File: config.mk
export PLATFORM = sky130hd
export DESIGN_NAME = ysyx_23060332_lsu
export DESIGN_NICKNAME = d
export VERILOG_FILES = /design/src/rtl/ysyx_23060332_lsu.sv
export SDC_FILE = /design/constraint.sdc
export NUM_CORES = 1
export LEC_CHECK = 0
export BUFFER_PORTS_ARGS = -buffer_cell sky130_fd_sc_hd__buf_2
export CAP_MARGIN = 20
export CORE_AREA = 2 2 84 167
export DETAILED_ROUTE_END_ITERATION = 8
export DIE_AREA = 0 0 86 169
export PLACE_DENSITY = 0.83
export SLEW_MARGIN = 20
export SYNTH_ARGS = -nofsm -noshare
export SYNTH_HDL_FRONTEND = slang
export SYNTH_SLANG_ARGS = --single-unit
export TNS_END_PERCENT = 10
File: constraint.sdc
create_clock -name clk -period 1.9 [get_ports clk]
set_clock_uncertainty 0.2 [all_clocks]
set_input_delay 0.19 -clock clk [delete_from_list [all_inputs] [get_ports clk]]
set_output_delay 0.19 -clock clk [all_outputs]
set_load 0.01 [all_outputs]
File: src/rtl/ysyx_23060332_lsu.sv
// Load/store unit: turns an executed instruction into one handshaked bus access
// (aligned store lanes, extracted/extended load data) and hands the result to write-back.
module ysyx_23060332_lsu #(
    parameter int ADDR_W = 32,
    parameter int DATA_W = 32
) (
    input  logic              clk,
    input  logic              rst,
    input  logic              in_valid,
    output logic              in_ready,
    input  logic              in_is_load,
    input  logic              in_is_store,
    input  logic [2:0]        in_func3,
    input  logic [ADDR_W-1:0] in_addr,
    input  logic [DATA_W-1:0] in_wdata,
    input  logic [DATA_W-1:0] in_alu_result,
    input  logic [4:0]        in_rd,
    input  logic              in_reg_wen,
    output logic              mem_req_valid,
    input  logic              mem_req_ready,
    output logic              mem_req_wen,
    output logic [ADDR_W-1:0] mem_req_addr,
    output logic [DATA_W-1:0] mem_req_wdata,
    output logic [3:0]        mem_req_wstrb,
    input  logic              mem_rsp_valid,
    input  logic [DATA_W-1:0] mem_rsp_rdata,
    output logic              out_valid,
    input  logic              out_ready,
    output logic [4:0]        out_rd,
    output logic [DATA_W-1:0] out_wdata,
    output logic              out_reg_wen,
    output logic              out_misalign
);

    typedef enum logic [1:0] {IDLE, REQ, WAIT_RSP, OUT} state_t;

    state_t      state_q;
    logic        is_load_q;
    logic        reg_wen_q;
    logic [2:0]  func3_q;
    logic [1:0]  off_q;

    logic [1:0]        in_off;
    logic              in_is_mem;
    logic              misalign_d;
    logic [3:0]        st_wstrb_d;
    logic [DATA_W-1:0] st_wdata_d;
    logic [DATA_W-1:0] ld_lane;
    logic [DATA_W-1:0] ld_data_d;

    assign in_off    = in_addr[1:0];
    assign in_is_mem = in_is_load | in_is_store;

    always_comb begin
        misalign_d = 1'b0;
        case (in_func3)
            3'b001, 3'b101: misalign_d = in_off[0];
            3'b010:         misalign_d = (in_off != 2'b00);
            default:        misalign_d = 1'b0;
        endcase
    end

    // Narrow stores replicate the datum across every lane; strobes pick the live bytes.
    always_comb begin
        st_wstrb_d = 4'b0000;
        st_wdata_d = in_wdata;
        case (in_func3)
            3'b000: begin
                st_wstrb_d = 4'b0001 << in_off;
                st_wdata_d = {4{in_wdata[7:0]}};
            end
            3'b001: begin
                st_wstrb_d = 4'b0011 << in_off;
                st_wdata_d = {2{in_wdata[15:0]}};
            end
            3'b010: st_wstrb_d = 4'b1111;
            default: st_wstrb_d = 4'b0000;
        endcase
    end

    assign ld_lane = mem_rsp_rdata >> {off_q, 3'b000};

    always_comb begin
        ld_data_d = '0;
        case (func3_q)
            3'b000:  ld_data_d = {{24{ld_lane[7]}}, ld_lane[7:0]};
            3'b001:  ld_data_d = {{16{ld_lane[15]}}, ld_lane[15:0]};
            3'b010:  ld_data_d = ld_lane;
            3'b100:  ld_data_d = {24'd0, ld_lane[7:0]};
            3'b101:  ld_data_d = {16'd0, ld_lane[15:0]};
            default: ld_data_d = '0;
        endcase
    end

    always_ff @(posedge clk) begin
        if (rst) begin
            state_q       <= IDLE;
            in_ready      <= 1'b1;
            mem_req_valid <= 1'b0;
            mem_req_wen   <= 1'b0;
            mem_req_addr  <= '0;
            mem_req_wdata <= '0;
            mem_req_wstrb <= 4'b0000;
            out_valid     <= 1'b0;
            out_rd        <= 5'd0;
            out_wdata     <= '0;
            out_reg_wen   <= 1'b0;
            out_misalign  <= 1'b0;
            is_load_q     <= 1'b0;
            reg_wen_q     <= 1'b0;
            func3_q       <= 3'b000;
            off_q         <= 2'b00;
        end else begin
            case (state_q)
                IDLE: begin
                    if (in_valid) begin
                        in_ready      <= 1'b0;
                        out_rd        <= in_rd;
                        is_load_q     <= in_is_load;
                        reg_wen_q     <= in_reg_wen;
                        func3_q       <= in_func3;
                        off_q         <= in_off;
                        mem_req_wen   <= in_is_store;
                        mem_req_addr  <= {in_addr[ADDR_W-1:2], 2'b00};
                        mem_req_wdata <= st_wdata_d;
                        mem_req_wstrb <= in_is_store ? st_wstrb_d : 4'b0000;
                        if (!in_is_mem) begin
                            out_valid    <= 1'b1;
                            out_wdata    <= in_alu_result;
                            out_reg_wen  <= in_reg_wen;
                            out_misalign <= 1'b0;
                            state_q      <= OUT;
                        end else if (misalign_d) begin
                            out_valid    <= 1'b1;
                            out_wdata    <= '0;
                            out_reg_wen  <= 1'b0;
                            out_misalign <= 1'b1;
                            state_q      <= OUT;
                        end else begin
                            mem_req_valid <= 1'b1;
                            state_q       <= REQ;
                        end
                    end
                end
                REQ: begin
                    if (mem_req_ready) begin
                        mem_req_valid <= 1'b0;
                        state_q       <= WAIT_RSP;
                    end
                end
                WAIT_RSP: begin
                    // Stores complete on their response too, but never write a register.
                    if (mem_rsp_valid) begin
                        out_valid    <= 1'b1;
                        out_wdata    <= is_load_q ? ld_data_d : '0;
                        out_reg_wen  <= is_load_q & reg_wen_q;
                        out_misalign <= 1'b0;
                        state_q      <= OUT;
                    end
                end
                OUT: begin
                    if (out_ready) begin
                        out_valid <= 1'b0;
                        in_ready  <= 1'b1;
                        state_q   <= IDLE;
                    end
                end
                default: state_q <= IDLE;
            endcase
        end
    end

endmodule
==> results.rst <==
.. list-table::
   :header-rows: 1

   * - Metric
     - Value
   * - Slowest library cell on the worst path
     - sky130_fd_sc_hd__dfxtp_2
   * - Minimum clock period
     - 2.00 ns
   * - Number of enable flip-flop cells after synthesis
     - 0
   * - Delay contributed by the slowest stage of the critical path
     - 0.33 ns
   * - Maximum fanout along the worst path
     - 16
   * - End point of the most critical hold path
     - out_wdata[23]$_SDFFE_PP0P_
   * - CP Capture Type
     - flip-flop
   * - Critical Path, Cell by Cell
     - inv_4 -> ha_4 -> or2b_1 -> nand3_2 -> a21oi_4 -> buf_12 -> nor2b_4 -> buf_12 -> a211oi_2
   * - Post-detailed-placement half-perimeter wirelength
     - 12800 µm
   * - Count of endpoints failing hold in the final timing report
     - 0
   * - Filler cells
     - 961
   * - Post-Place Cell Area
     - 7120 µm²
   * - Per-cell routed wire length
     - 17.9 µm
   * - Endpoint of the most critical register-to-register path
     - out_wdata[29]$_SDFFE_PP0P_
   * - Critical hold path startpoint
     - in_alu_result[23]
   * - Largest net degree at the start of global routing
     - 65
   * - Final cell area excluding filler cells
     - slightly above 9000 µm²
   * - Number of nets with antenna violations after routing
     - 0
   * - Synth unique cells
     - 45
   * - Routed wire length
     - 21500 µm
   * - Die outline height
     - approximately 170 µm
   * - Most frequent cells in the layout
     - sky130_fd_sc_hd__buf_2, sky130_fd_sc_hd__nand2_1, sky130_fd_sc_hd__dfxtp_1
   * - Routability cong.
     - 0.887
   * - Top Ports
     - 256
   * - Combinational Power Share
     - slightly above 40%
   * - Final setup violation count
     - 24
   * - Cell count of the worst reg-to-reg path
     - 9
   * - Area Overhead vs Synth
     - 65.3%
   * - Count of buffers from port buffering
     - 253
   * - Gate count of the mapped netlist
     - 663
   * - Number of core rows
     - 60
   * - CP top delay family
     - simple AND/OR/NAND/NOR gates
   * - Kind of critical path
     - flip-flop to flip-flop
   * - Register bit total from synthesis
     - between 100 and 150
   * - Count of buffer and inverter cells on the critical path
     - 3
   * - Die X
     - approximately 86 µm
   * - Max-cap violation count
     - 0
   * - Post-synthesis sequential area ratio
     - 43.1%
   * - Proportion of total power due to net switching
     - between 30% and 40%
   * - CTS Buffer Depth
     - 2
   * - Worst vdd rail ir drop
     - 0.985 mV
   * - Wire length of the first global-routing pass
     - 32800 µm
   * - Synthesized area divided by synthesized cell count
     - 8.27 µm²
   * - Clock tree from TritonCTS
     - built
   * - Drt first-iter violations
     - between 500 and 600
   * - Violations in the final reports
     - negative setup slack
   * - Setup slack of the critical path after layout
     - -0.0981 ns
   * - Max Clock Freq
     - 500 MHz
   * - Cell chosen for the clock root
     - sky130_fd_sc_hd__clkbuf_16
   * - CTS Buf Count
     - 17
   * - Worst reg2reg setup slack
     - -0.1 ns
   * - GRT Overall Usage
     - 28.2%
   * - Number of H-tree levels
     - 4
   * - Min Hold Slack
     - approximately 0.018 ns
   * - Reg-to-Reg Start
     - state_q[0]$_SDFFE_PP0P_
   * - Area of the core
     - roughly 13000 µm²
   * - Number of synthesis warnings
     - 0
   * - Worst Hold Path Cells
     - 3
   * - Via count
     - 6657
   * - Number of remaining DRC errors
     - 0
   * - Predominant post-synthesis flop cell
     - sky130_fd_sc_hd__dfxtp_1
   * - Initial Utilization
     - 41.3%
   * - Clk network pwr share
     - 28.6%
   * - DR pass1 iterations
     - 5
   * - Setup repair after global routing missed its margin
     - true
   * - Leakage Power
     - 3.96 nW
   * - Worst endpoint required time
     - 2.02 ns
   * - Number of max-slew violations in the final report
     - 0
   * - Area of the die
     - 14500 µm²
   * - Multi-input combinational cell area
     - about 3000 µm²
   * - Antenna violations before repair
     - 0
   * - Most frequent CP cell
     - sky130_fd_sc_hd__buf_12
   * - Run status
     - complete, but fails checks
   * - Internal power summed over all cells
     - 0.00744 W
   * - Data arrival time of the critical path
     - 2.12 ns
   * - Share of async-settable or async-resettable flops after synthesis
     - 0%
   * - Min-delay worst type
     - input port to flip-flop
   * - FF+latch area
     - 2370 µm²
   * - Number of nets in the finished design
     - about 1200
   * - Sw Pwr
     - 0.00436 W
   * - Sum of overflow across all layers after global routing
     - 0
   * - Number of inserted diodes
     - 0
   * - Period utilisation layout
     - 105%
   * - Number of vias per cell
     - between 5 and 6
   * - Clock edge transition at the registers on the reported setup and hold paths
     - 0.06 ns
   * - Total clock sinks
     - 118
   * - Most common library cell in the layout ignoring fill and taps
     - sky130_fd_sc_hd__buf_2
   * - Element type at the critical path start
     - flip-flop
   * - Area of the mapped netlist
     - 5490 µm²
   * - Part of the total power dissipated in sequential elements
     - between 30% and 40%
   * - Clk Latency, worst-skew pair
     - roughly 0.41 ns
   * - Pwr per Cell Area
     - 1300 nW/µm²
   * - Number of global-route vias before repair
     - 6764
   * - Fraction of layout cells with a size suffix above 1
     - 37.9%
[worst min-delay path: cells and delay by family]
family | cells | cell delay [ns]
buffers and inverters | 1 | 0.10
AO/OA/AOI/OAI | 2 | 0.30
[area by class of cell]
| type | count | share of cell area, % |
|---|---|---|
| repair buffers | 407 | 31.3 |
| inverters | 3 | 0.152 |
| flip-flops and latches | 118 | 26.1 |
| clock buffers | 17 | 4.69 |
| multi-input cells | 489 | 33.5 |
| well taps | 155 | 2.14 |
| clock inverters | 15 | 2.11 |
[worst max-delay path by stage]
stage	startpoint	to	cells after the start
4_1_cts	state_q[0]$_SDFFE_PP0P_	out_wdata[31]$_SDFFE_PP0P_	8
2_1_floorplan	state_q[0]$_SDFFE_PP0P_	out_wdata[21]$_SDFFE_PP0P_	9
3_3_place_gp	state_q[0]$_SDFFE_PP0P_	out_wdata[31]$_SDFFE_PP0P_	8
5_1_grt	state_q[0]$_SDFFE_PP0P_	out_wdata[15]$_SDFFE_PP0P_	10
6_report	state_q[0]$_SDFFE_PP0P_	out_wdata[29]$_SDFFE_PP0P_	9
3_5_place_dp	state_q[0]$_SDFFE_PP0P_	out_wdata[31]$_SDFFE_PP0P_	8
[kinds of logic after synthesis]
group | synth area share (%)
multiplexers | 8.33
flip-flops | 43.1
AO/OA/AOI/OAI | 24.6
adder cells (fa/ha/maj) | 1.14
other | 0.0684
AND/OR/NAND/NOR | 18.1
buffers and inverters | 4.68
[metrics by stage]
step | TNS (ns) | power, W | worst slack (ns) | util (%) | instances
3_5_place_dp | -1.54 | 0.00762 | -0.100 | 53.6 | 1059
3_3_place_gp | -0.0202 | 0.00748 | -0.0202 | 53.6 | 1059
6_report | -1.05 | 0.0118 | -0.0981 | 68.2 | 1204
4_1_cts | -1.19 | 0.0114 | -0.0942 | 66.9 | 1200
2_1_floorplan | -0.291 | 0.00607 | -0.0293 | - | 664
5_1_grt | -2.12 | 0.0124 | -0.116 | 68.2 | 1204
[synthesized netlist by cell type, drive strengths merged (3+ instances only)]
cell type | instances | share of area [%]
ha | 5 | 1.1
mux2i | 31 | 5.7
a22oi | 34 | 4.7
a21boi | 3 | 0.48
o21ai | 26 | 2.4
nor3 | 5 | 0.64
inv | 3 | 0.21
a211oi | 43 | 6.8
o211ai | 8 | 1.1
clkbuf | 37 | 2.5
nand2b | 7 | 0.94
nand2 | 147 | 10
or2 | 4 | 0.46
a311oi | 8 | 1.3
nor2 | 60 | 4.1
mux2 | 13 | 2.7
a21oi | 71 | 6.7
buf | 17 | 1.9
dfxtp | 118 | 43
nor2b | 4 | 0.46
[sequential cells by signal (all words and copies together), names as in the netlist, 2 cells and up]
| name | count |
|---|---|
| func3_q | 3 |
| mem_req_addr | 30 |
| mem_req_wdata | 32 |
| mem_req_wstrb | 4 |
| off_q | 2 |
| out_rd | 5 |
| out_wdata | 32 |
| state_q | 2 |
[power by group through the flow]
stage | sequential (W) | combinational [W] | clock [W]
2_1_floorplan | 0.00384 | 0.00223 | 0
3_3_place_gp | 0.00357 | 0.00391 | 0
3_5_place_dp | 0.00359 | 0.00403 | 0
4_1_cts | 0.00356 | 0.00438 | 0.00342
5_1_grt | 0.00364 | 0.00522 | 0.00353
6_report | 0.00358 | 0.00485 | 0.00337
[metal layers]
metal	up-vias	GRT usage, %	wire [µm]
li1	3083	-	-
met1	3077	33.1	8140
met2	415	46.9	10700
met3	82	7.46	1900
met4	0	13.5	753
met5	-	0	0
[what timing repair did]
action | 4_1_cts | 5_1_grt
resized for setup | 13 | 28
cloned | 0 | 1
buffers inserted | 3 | 4
setup endpoints to repair | 31 | 44
endpoints found under the hold margin | 105 | 0
hold buffers | 106 | 0
pin swaps | 2 | 15
Note: power is estimated with default switching activity, not from simulation.
